==> src/rtl/oled_ctrl.sv <==
// SSD1306 128x32 OLED sequencer: power-up order, init commands, SPI shifter and frame streamer.
// Defining OLED_SHUTDOWN_EN adds the shutdown_i power-down sequence ending in a halt state.
module oled_ctrl #(
  parameter int unsigned SCK_DIV        = 4,
  parameter int unsigned VDD_DELAY_CYC  = 100000,
  parameter int unsigned RES_PULSE_CYC  = 300,
  parameter int unsigned VBAT_DELAY_CYC = 10000000,
  parameter int unsigned FRAME_BYTES    = 512
) (
  input  logic       clk_i,
  input  logic       rst_i,
  input  logic       frame_req_i,
`ifdef OLED_SHUTDOWN_EN
  input  logic       shutdown_i,
`endif
  output logic [8:0] pix_addr_o,
  input  logic [7:0] pix_data_i,
  output logic       ready_o,
  output logic       mosi_o,
  output logic       sck_o,
  output logic       cs_o,
  output logic       dc_o,
  output logic       vbat_o,
  output logic       vdd_o,
  output logic       res_o
);

  localparam int unsigned MaxA     = (VDD_DELAY_CYC > RES_PULSE_CYC) ? VDD_DELAY_CYC
                                                                      : RES_PULSE_CYC;
  localparam int unsigned MaxDelay = (MaxA > VBAT_DELAY_CYC) ? MaxA : VBAT_DELAY_CYC;
  localparam int unsigned CntW     = $clog2(MaxDelay + 1);
  localparam int unsigned DivW     = $clog2(2 * SCK_DIV + 1);
  localparam int unsigned MaxBurst = (FRAME_BYTES > 9) ? FRAME_BYTES : 9;
  localparam int unsigned IdxW     = $clog2(MaxBurst + 1);

  typedef enum logic [3:0] {
    StOff, StVddWait, StSendAe, StResLo, StResHi, StInit1, StVbatWait, StInit2,
    StIdle, StFrCmd, StFrData, StSdAe, StSdVbat, StHalt
  } state_e;

  typedef enum logic [1:0] {PhSetup, PhShift, PhTail, PhGap} phase_e;

  state_e          state_q;
  phase_e          phase_q;
  logic [CntW-1:0] cnt_q;
  logic [DivW-1:0] div_q;
  logic [3:0]      bit_q;
  logic [IdxW-1:0] idx_q;
  logic [6:0]      sh_q;
  logic [8:0]      pix_addr_q;
  logic            cs_q, sck_q, mosi_q, dc_q, vdd_q, vbat_q, res_q, ready_q, pend_q;
`ifdef OLED_SHUTDOWN_EN
  logic            sd_pend_q;
`endif

  // Command bytes: AE | 8D 14 D9 F1 | 81 0F A1 C8 DA 20 20 00 AF | 21 00 7F 22 00 03
  function automatic logic [7:0] cmd_rom(input logic [4:0] a);
    case (a)
      5'd0:  cmd_rom = 8'hAE;
      5'd1:  cmd_rom = 8'h8D;
      5'd2:  cmd_rom = 8'h14;
      5'd3:  cmd_rom = 8'hD9;
      5'd4:  cmd_rom = 8'hF1;
      5'd5:  cmd_rom = 8'h81;
      5'd6:  cmd_rom = 8'h0F;
      5'd7:  cmd_rom = 8'hA1;
      5'd8:  cmd_rom = 8'hC8;
      5'd9:  cmd_rom = 8'hDA;
      5'd10: cmd_rom = 8'h20;
      5'd11: cmd_rom = 8'h20;
      5'd12: cmd_rom = 8'h00;
      5'd13: cmd_rom = 8'hAF;
      5'd14: cmd_rom = 8'h21;
      5'd15: cmd_rom = 8'h00;
      5'd16: cmd_rom = 8'h7F;
      5'd17: cmd_rom = 8'h22;
      5'd18: cmd_rom = 8'h00;
      5'd19: cmd_rom = 8'h03;
      default: cmd_rom = 8'h00;
    endcase
  endfunction

  logic            in_burst, in_wait, wait_done, div_end, gap_end, last_byte, burst_done;
  logic [4:0]      rom_base;
  logic [IdxW-1:0] last_idx, ld_idx;
  logic [CntW-1:0] wait_last;
  logic [7:0]      cur_byte;
  logic [8:0]      pix_next;

  always_comb begin
    in_burst  = 1'b0;
    in_wait   = 1'b0;
    rom_base  = 5'd0;
    last_idx  = '0;
    wait_last = '0;
    case (state_q)
      StSendAe, StSdAe: in_burst = 1'b1;
      StInit1:  begin in_burst = 1'b1; rom_base = 5'd1;  last_idx = IdxW'(3); end
      StInit2:  begin in_burst = 1'b1; rom_base = 5'd5;  last_idx = IdxW'(8); end
      StFrCmd:  begin in_burst = 1'b1; rom_base = 5'd14; last_idx = IdxW'(5); end
      StFrData: begin in_burst = 1'b1; last_idx = IdxW'(FRAME_BYTES - 1); end
      StVddWait: begin in_wait = 1'b1; wait_last = CntW'(VDD_DELAY_CYC - 1); end
      StResLo, StResHi: begin in_wait = 1'b1; wait_last = CntW'(RES_PULSE_CYC - 1); end
      StVbatWait, StSdVbat: begin in_wait = 1'b1; wait_last = CntW'(VBAT_DELAY_CYC - 1); end
      default: ;
    endcase
    wait_done  = (cnt_q == wait_last);
    div_end    = (div_q == DivW'(SCK_DIV - 1));
    gap_end    = (div_q == DivW'(2 * SCK_DIV - 1));
    last_byte  = (idx_q == last_idx);
    burst_done = in_burst && (phase_q == PhGap) && gap_end;
    // Index of the byte about to be loaded into the shifter.
    ld_idx     = (phase_q == PhSetup) ? idx_q : idx_q + 1'b1;
    cur_byte   = (state_q == StFrData) ? pix_data_i : cmd_rom(rom_base + 5'(ld_idx));
    // Prefetch: address of the following byte is issued a whole byte-time before it is loaded.
    pix_next   = ((state_q == StFrData) && (ld_idx != IdxW'(FRAME_BYTES - 1)))
                 ? 9'(ld_idx + 1'b1) : 9'd0;
  end

  always_ff @(posedge clk_i or posedge rst_i) begin
    if (rst_i) begin
      state_q    <= StOff;
      phase_q    <= PhSetup;
      cnt_q      <= '0;
      div_q      <= '0;
      bit_q      <= '0;
      idx_q      <= '0;
      sh_q       <= '0;
      pix_addr_q <= '0;
      cs_q       <= 1'b1;
      sck_q      <= 1'b0;
      mosi_q     <= 1'b0;
      dc_q       <= 1'b0;
      vdd_q      <= 1'b1;
      vbat_q     <= 1'b1;
      res_q      <= 1'b1;
      ready_q    <= 1'b0;
      pend_q     <= 1'b0;
`ifdef OLED_SHUTDOWN_EN
      sd_pend_q  <= 1'b0;
`endif
    end else begin
      if (frame_req_i && state_q != StIdle) pend_q <= 1'b1;
`ifdef OLED_SHUTDOWN_EN
      if (shutdown_i && state_q != StIdle) sd_pend_q <= 1'b1;
`endif
      if (in_wait) cnt_q <= wait_done ? '0 : cnt_q + 1'b1;

      if (in_burst) begin
        case (phase_q)
          PhSetup: begin
            cs_q <= 1'b0;
            if (div_end) begin
              div_q      <= '0;
              phase_q    <= PhShift;
              bit_q      <= '0;
              sh_q       <= cur_byte[6:0];
              mosi_q     <= cur_byte[7];
              idx_q      <= ld_idx;
              pix_addr_q <= pix_next;
            end else begin
              div_q <= div_q + 1'b1;
            end
          end
          PhShift: begin
            if (div_end) begin
              div_q <= '0;
              if (bit_q == 4'd15) begin
                sck_q <= 1'b0;
                if (last_byte) begin
                  phase_q <= PhTail;
                end else begin
                  bit_q      <= '0;
                  sh_q       <= cur_byte[6:0];
                  mosi_q     <= cur_byte[7];
                  idx_q      <= ld_idx;
                  pix_addr_q <= pix_next;
                end
              end else begin
                bit_q <= bit_q + 1'b1;
                sck_q <= ~bit_q[0];
                if (bit_q[0]) begin
                  mosi_q <= sh_q[6];
                  sh_q   <= {sh_q[5:0], 1'b0};
                end
              end
            end else begin
              div_q <= div_q + 1'b1;
            end
          end
          PhTail: begin
            if (div_end) begin
              cs_q    <= 1'b1;
              div_q   <= '0;
              phase_q <= PhGap;
            end else begin
              div_q <= div_q + 1'b1;
            end
          end
          default: begin
            if (gap_end) begin
              div_q   <= '0;
              idx_q   <= '0;
              phase_q <= PhSetup;
            end else begin
              div_q <= div_q + 1'b1;
            end
          end
        endcase
      end

      case (state_q)
        StOff:      begin vdd_q <= 1'b0; state_q <= StVddWait; end
        StVddWait:  if (wait_done) begin dc_q <= 1'b0; state_q <= StSendAe; end
        StSendAe:   if (burst_done) begin res_q <= 1'b0; state_q <= StResLo; end
        StResLo:    if (wait_done) begin res_q <= 1'b1; state_q <= StResHi; end
        StResHi:    if (wait_done) begin dc_q <= 1'b0; state_q <= StInit1; end
        StInit1:    if (burst_done) begin vbat_q <= 1'b0; state_q <= StVbatWait; end
        StVbatWait: if (wait_done) state_q <= StInit2;
        StInit2:    if (burst_done) begin ready_q <= 1'b1; state_q <= StIdle; end
        StIdle: begin
`ifdef OLED_SHUTDOWN_EN
          // Shutdown wins and drops any frame still owed.
          if (shutdown_i || sd_pend_q) begin
            ready_q   <= 1'b0;
            pend_q    <= 1'b0;
            sd_pend_q <= 1'b0;
            dc_q      <= 1'b0;
            state_q   <= StSdAe;
          end else
`endif
          if (frame_req_i || pend_q) begin
            ready_q <= 1'b0;
            pend_q  <= 1'b0;
            dc_q    <= 1'b0;
            state_q <= StFrCmd;
          end
        end
        StFrCmd:    if (burst_done) begin dc_q <= 1'b1; state_q <= StFrData; end
        StFrData:   if (burst_done) begin ready_q <= 1'b1; state_q <= StIdle; end
`ifdef OLED_SHUTDOWN_EN
        StSdAe:     if (burst_done) begin vbat_q <= 1'b1; state_q <= StSdVbat; end
        StSdVbat:   if (wait_done) begin vdd_q <= 1'b1; state_q <= StHalt; end
        StHalt:     ;
`endif
        default:    state_q <= StOff;
      endcase
    end
  end

  assign pix_addr_o = pix_addr_q;
  assign ready_o    = ready_q;
  assign mosi_o     = mosi_q;
  assign sck_o      = sck_q;
  assign cs_o       = cs_q;
  assign dc_o       = dc_q;
  assign vbat_o     = vbat_q;
  assign vdd_o      = vdd_q;
  assign res_o      = res_q;

endmodule

==> config.mk <==
export PLATFORM = sky130hd
export DESIGN_NAME = oled_ctrl
export DESIGN_NICKNAME = d
export VERILOG_FILES = /design/src/rtl/oled_ctrl.sv
export SDC_FILE = /design/constraint.sdc
export NUM_CORES = 1
export LEC_CHECK = 0
export ABC_AREA = 0
export CORE_MARGIN = 1.5
export CORE_UTILIZATION = 40
export DETAILED_ROUTE_END_ITERATION = 16
export SLEW_MARGIN = 20
export SYNTH_ARGS = -nofsm -noshare
export SYNTH_HDL_FRONTEND = slang
export SYNTH_SLANG_ARGS = --single-unit
==> constraint.sdc <==
create_clock -name clk_i -period 9.75 [get_ports clk_i]
set_input_delay 0.975 -clock clk_i [delete_from_list [all_inputs] [get_ports clk_i]]
set_output_delay 0.975 -clock clk_i [all_outputs]
set_load 0.03 [all_outputs]
==> impl_results.md <==
* Slew Limit Headroom at 26.2%
* Xor/xnor share of the synthesized area at 6.98%
* Crit Reg-Reg Startpoint: state_q[0]
* Simple-Gate Fraction of Synth Area at 23.1%
* DIE WIDTH at 118 µm
* Number of synthesized flops with an enable pin at 0
* Setup violators final at 0
* Slew Limit Fails at 0
* Worst Path Required at 9.98 ns
* Post-synth cell types at 71
* Placed instance count at 772
* Skew-Pair Late Insertion Delay at 0.35 ns
* FF-to-FF setup slack at 5.70 ns
* Drt via density at 5.77
* Hold buffers post-CTS at 0
* DR pass1 iterations at 4
* Post CTS Setup Buffer Count at 0
* Hold Path End: vbat_o
* Vias at 4550
* Fin cells at 788
* Layout area overhead at 12.2%
* Std-Cell Rows at 41
* Achievable Freq at 247 MHz
* Yosys reg bits at 73
* PD cells at 115 nW/µm²
* GRT overflow at 0
* Die footprint at 13800 µm²
* Initial Utilization at 41.3%
* Async set-reset flop share out of synthesis at 100%
* CTS tree: done
* Mux contribution to synthesized area at 3.91%
* Total power draw at 678 µW
* Synth Area per Inst at 8.53 µm²
* Post-route cell area at 5890 µm²
* Clock Pin Slew Worst Setup and Hold Paths at 0.06 ns
* Register area share after synthesis at 34.9%
* Synth Area in Compound Gates at 20.7%
* Initial DRC Count at 359
* Cells after Synth at 615
* HP Class: reg -> reg
* Status: completed
* Drt drc at 0
* Port buffer count at 27
* CP Launch Type: register
* Post_cts resized at 0
* Worst Reg-to-Reg Cells at 12
* Synth Warn # at 0
* Post-layout util at 46.3%
* M1 WL at 5.89 mm
* H-tree depth at 3
* Layout cell share with drive strength beyond 1 at 5.52%
* Highest metal used: met4
* Mapped cell area at 5250 µm²
* Period utilization at 41.6%
* First-pass GRT wire length at 20.7 mm
* Clock sinks at 73
* Largest family of logic cells by synthesized area: simple AND/OR/NAND/NOR gates
* Post-synthesis adder-cell area fraction at 5.15%
* Hold Vio Cnt, Final at 0
* TritonCTS Buffers at 9
* CTS Buffer Depth at 2
* Placed Area at 5560 µm²
* DR WL/cell at 15.3 µm
* Actual slew at the worst max-slew pin at 1.10 ns
* Hold_sp: vbat_o
* Die Ht at 118 µm
* Hold Path Stages at 1
* Leak at 0.00255 µW
* Worst Setup End Kind: register
* WL met3 at 536 µm
* Antenna violation net count after detailed routing at 0
* Syn nets at 647
* Layout Nets at 643
* RR Endpoint: sh_q[4]
* Largest net degree at the start of global routing at 74
* Io pins at 28
* Wirelength, routed at 12.1 mm
* Crit path DAT at 4.28 ns
* Final Skew at 0.00823 ns
* VDD IR max at 0.0000714 V
* Wire length on met2 at 5.41 mm
* CTS root buffer: clkbuf_16
* Core Footprint at 12700 µm²
* Ant. Diodes at 0
* Max_cap viols at 0
* Vias in the first global route at 4220
* Top FF cell, synth: dfrtp_1
* GRT Total Usage at 18.1%
* CP Max Fanout at 34
* RSZ-0062 raised after global routing: false
* Fin crit period at 4.05 ns
* Initial antenna violation count at 0
* Detailed Place HPWL at 8.24 mm
* Routability Congestion at 0.901
* Fin Setup TNS at 0 ns
* WS Path Type: reg -> reg
[cells by family after synthesis]
kind of cell | after synthesis
multiplexers | 19
AND/OR/NAND/NOR | 237
buffers and inverters | 67
flip-flops | 73
adder cells (fa/ha/maj) | 21
XOR/XNOR | 41
AO/OA/AOI/OAI | 157
[layer usage]
metal / vias to the layer above / GRT usage (%)
met3: 17 / 4.22
met1: 2199 / 24.9
met5: - / 0
met4: 0 / 7.09
li1: 2237 / -
met2: 97 / 27.6
[worst max-delay path, stage by stage, from the launching register on]
cell	delay, ns
dfrtp_1	1.00
nand3b_1	0.38
inv_1	0.21
ha_1	0.19
inv_1	0.06
fa_1	0.44
inv_1	0.08
a21o_1	0.10
a21oi_1	0.07
xnor2_1	0.71
o31a_1	0.31
a31oi_1	0.10
mux2_1	0.29
[flip-flops by register name (all words and copies together), names as in the netlist, 2 cells and up]
| register | cells |
|---|---|
| cnt_q | 24 |
| idx_q | 10 |
| pix_addr_o | 9 |
| sh_q | 7 |
| bit_q | 4 |
| div_q | 4 |
| state_q | 4 |
| phase_q | 2 |
[power by group]
part | switching, µW | internal [µW]
Combinational | 6.47 | 3.80
Clock | 126 | 238
Sequential | 0.00000000000000211 | 303
Total | 132 | 545
[layout by cell type, fill, tap and decap left out, types with 5 or more instances in the layout]
master | netlist | final
dfrtp_1 | 69 | 69
nand2_1 | 60 | 60
nor2_1 | 52 | 52
o21ai_0 | 37 | 37
nand3_1 | 28 | 28
clkdlybuf4s50_1 | 0 | 27
xnor2_1 | 23 | 23
inv_1 | 23 | 22
a21oi_1 | 20 | 20
ha_1 | 20 | 20
o31ai_1 | 18 | 18
xor2_1 | 17 | 17
nor2b_1 | 15 | 15
nor3_1 | 15 | 15
and3_1 | 12 | 12
a31oi_1 | 12 | 12
nand4_1 | 9 | 9
clkbuf_16 | 0 | 9
or3_1 | 8 | 8
a22o_1 | 8 | 8
a21o_1 | 8 | 8
mux2i_1 | 7 | 7
mux2_1 | 7 | 7
a211o_1 | 6 | 6
and2_1 | 5 | 5
and4_1 | 5 | 5
mux2_2 | 5 | 5
[how the worst max path moves through the flow]
stage	start	to	slack, ns	cells after the start
after floorplan	phase_q[0]	sh_q[4]	6.38	14
after global placement	state_q[0]	sh_q[4]	5.93	12
after detailed placement	state_q[2]	sh_q[2]	5.76	12
after CTS	state_q[0]	sh_q[2]	5.76	12
after global routing	state_q[0]	sh_q[2]	5.45	12
final	state_q[0]	sh_q[4]	5.70	12
[cells in the mapped netlist, drive strengths merged (5+ instances only)]
| master | instances | area (µm²) |
|---|---|---|
| a211o | 6 | 52.6 |
| a211oi | 6 | 62.6 |
| a21o | 8 | 60.1 |
| a21oi | 20 | 100 |
| a22o | 8 | 70.1 |
| a31oi | 12 | 75.1 |
| and2 | 5 | 31.3 |
| and3 | 12 | 75.1 |
| and4 | 5 | 43.8 |
| buf | 18 | 95.1 |
| clkbuf | 26 | 97.6 |
| dfrtp | 69 | 1730 |
| ha | 20 | 250 |
| inv | 23 | 86.3 |
| mux2 | 12 | 135 |
| mux2i | 7 | 70.1 |
| nand2 | 60 | 225 |
| nand3 | 28 | 140 |
| nand4 | 9 | 56.3 |
| nor2 | 52 | 195 |
| nor2b | 15 | 93.8 |
| nor3 | 15 | 75.1 |
| o21ai | 40 | 204 |
| o31ai | 18 | 135 |
| or3 | 8 | 50.1 |
| xnor2 | 24 | 218 |
| xor2 | 17 | 149 |
[cell type report]
class	count	area [µm²]
clock inverters	2	60.1
fillers	1287	6840
multi-input cells	475	3140
clock buffers	14	264
inverters	23	86.3
repair buffers	29	285
well taps	172	215
flip-flops and latches	73	1830
[stage by stage]
stage / setup slack [ns] / hold WS, ns
final: 5.70 / 0.465
after global routing: 5.45 / 0.478
after CTS: 5.76 / 0.469
after detailed placement: 5.76 / 0.452
after global placement: 5.93 / 0.457
after floorplan: 6.38 / 0.447
Note: power is estimated with default switching activity, not from simulation.
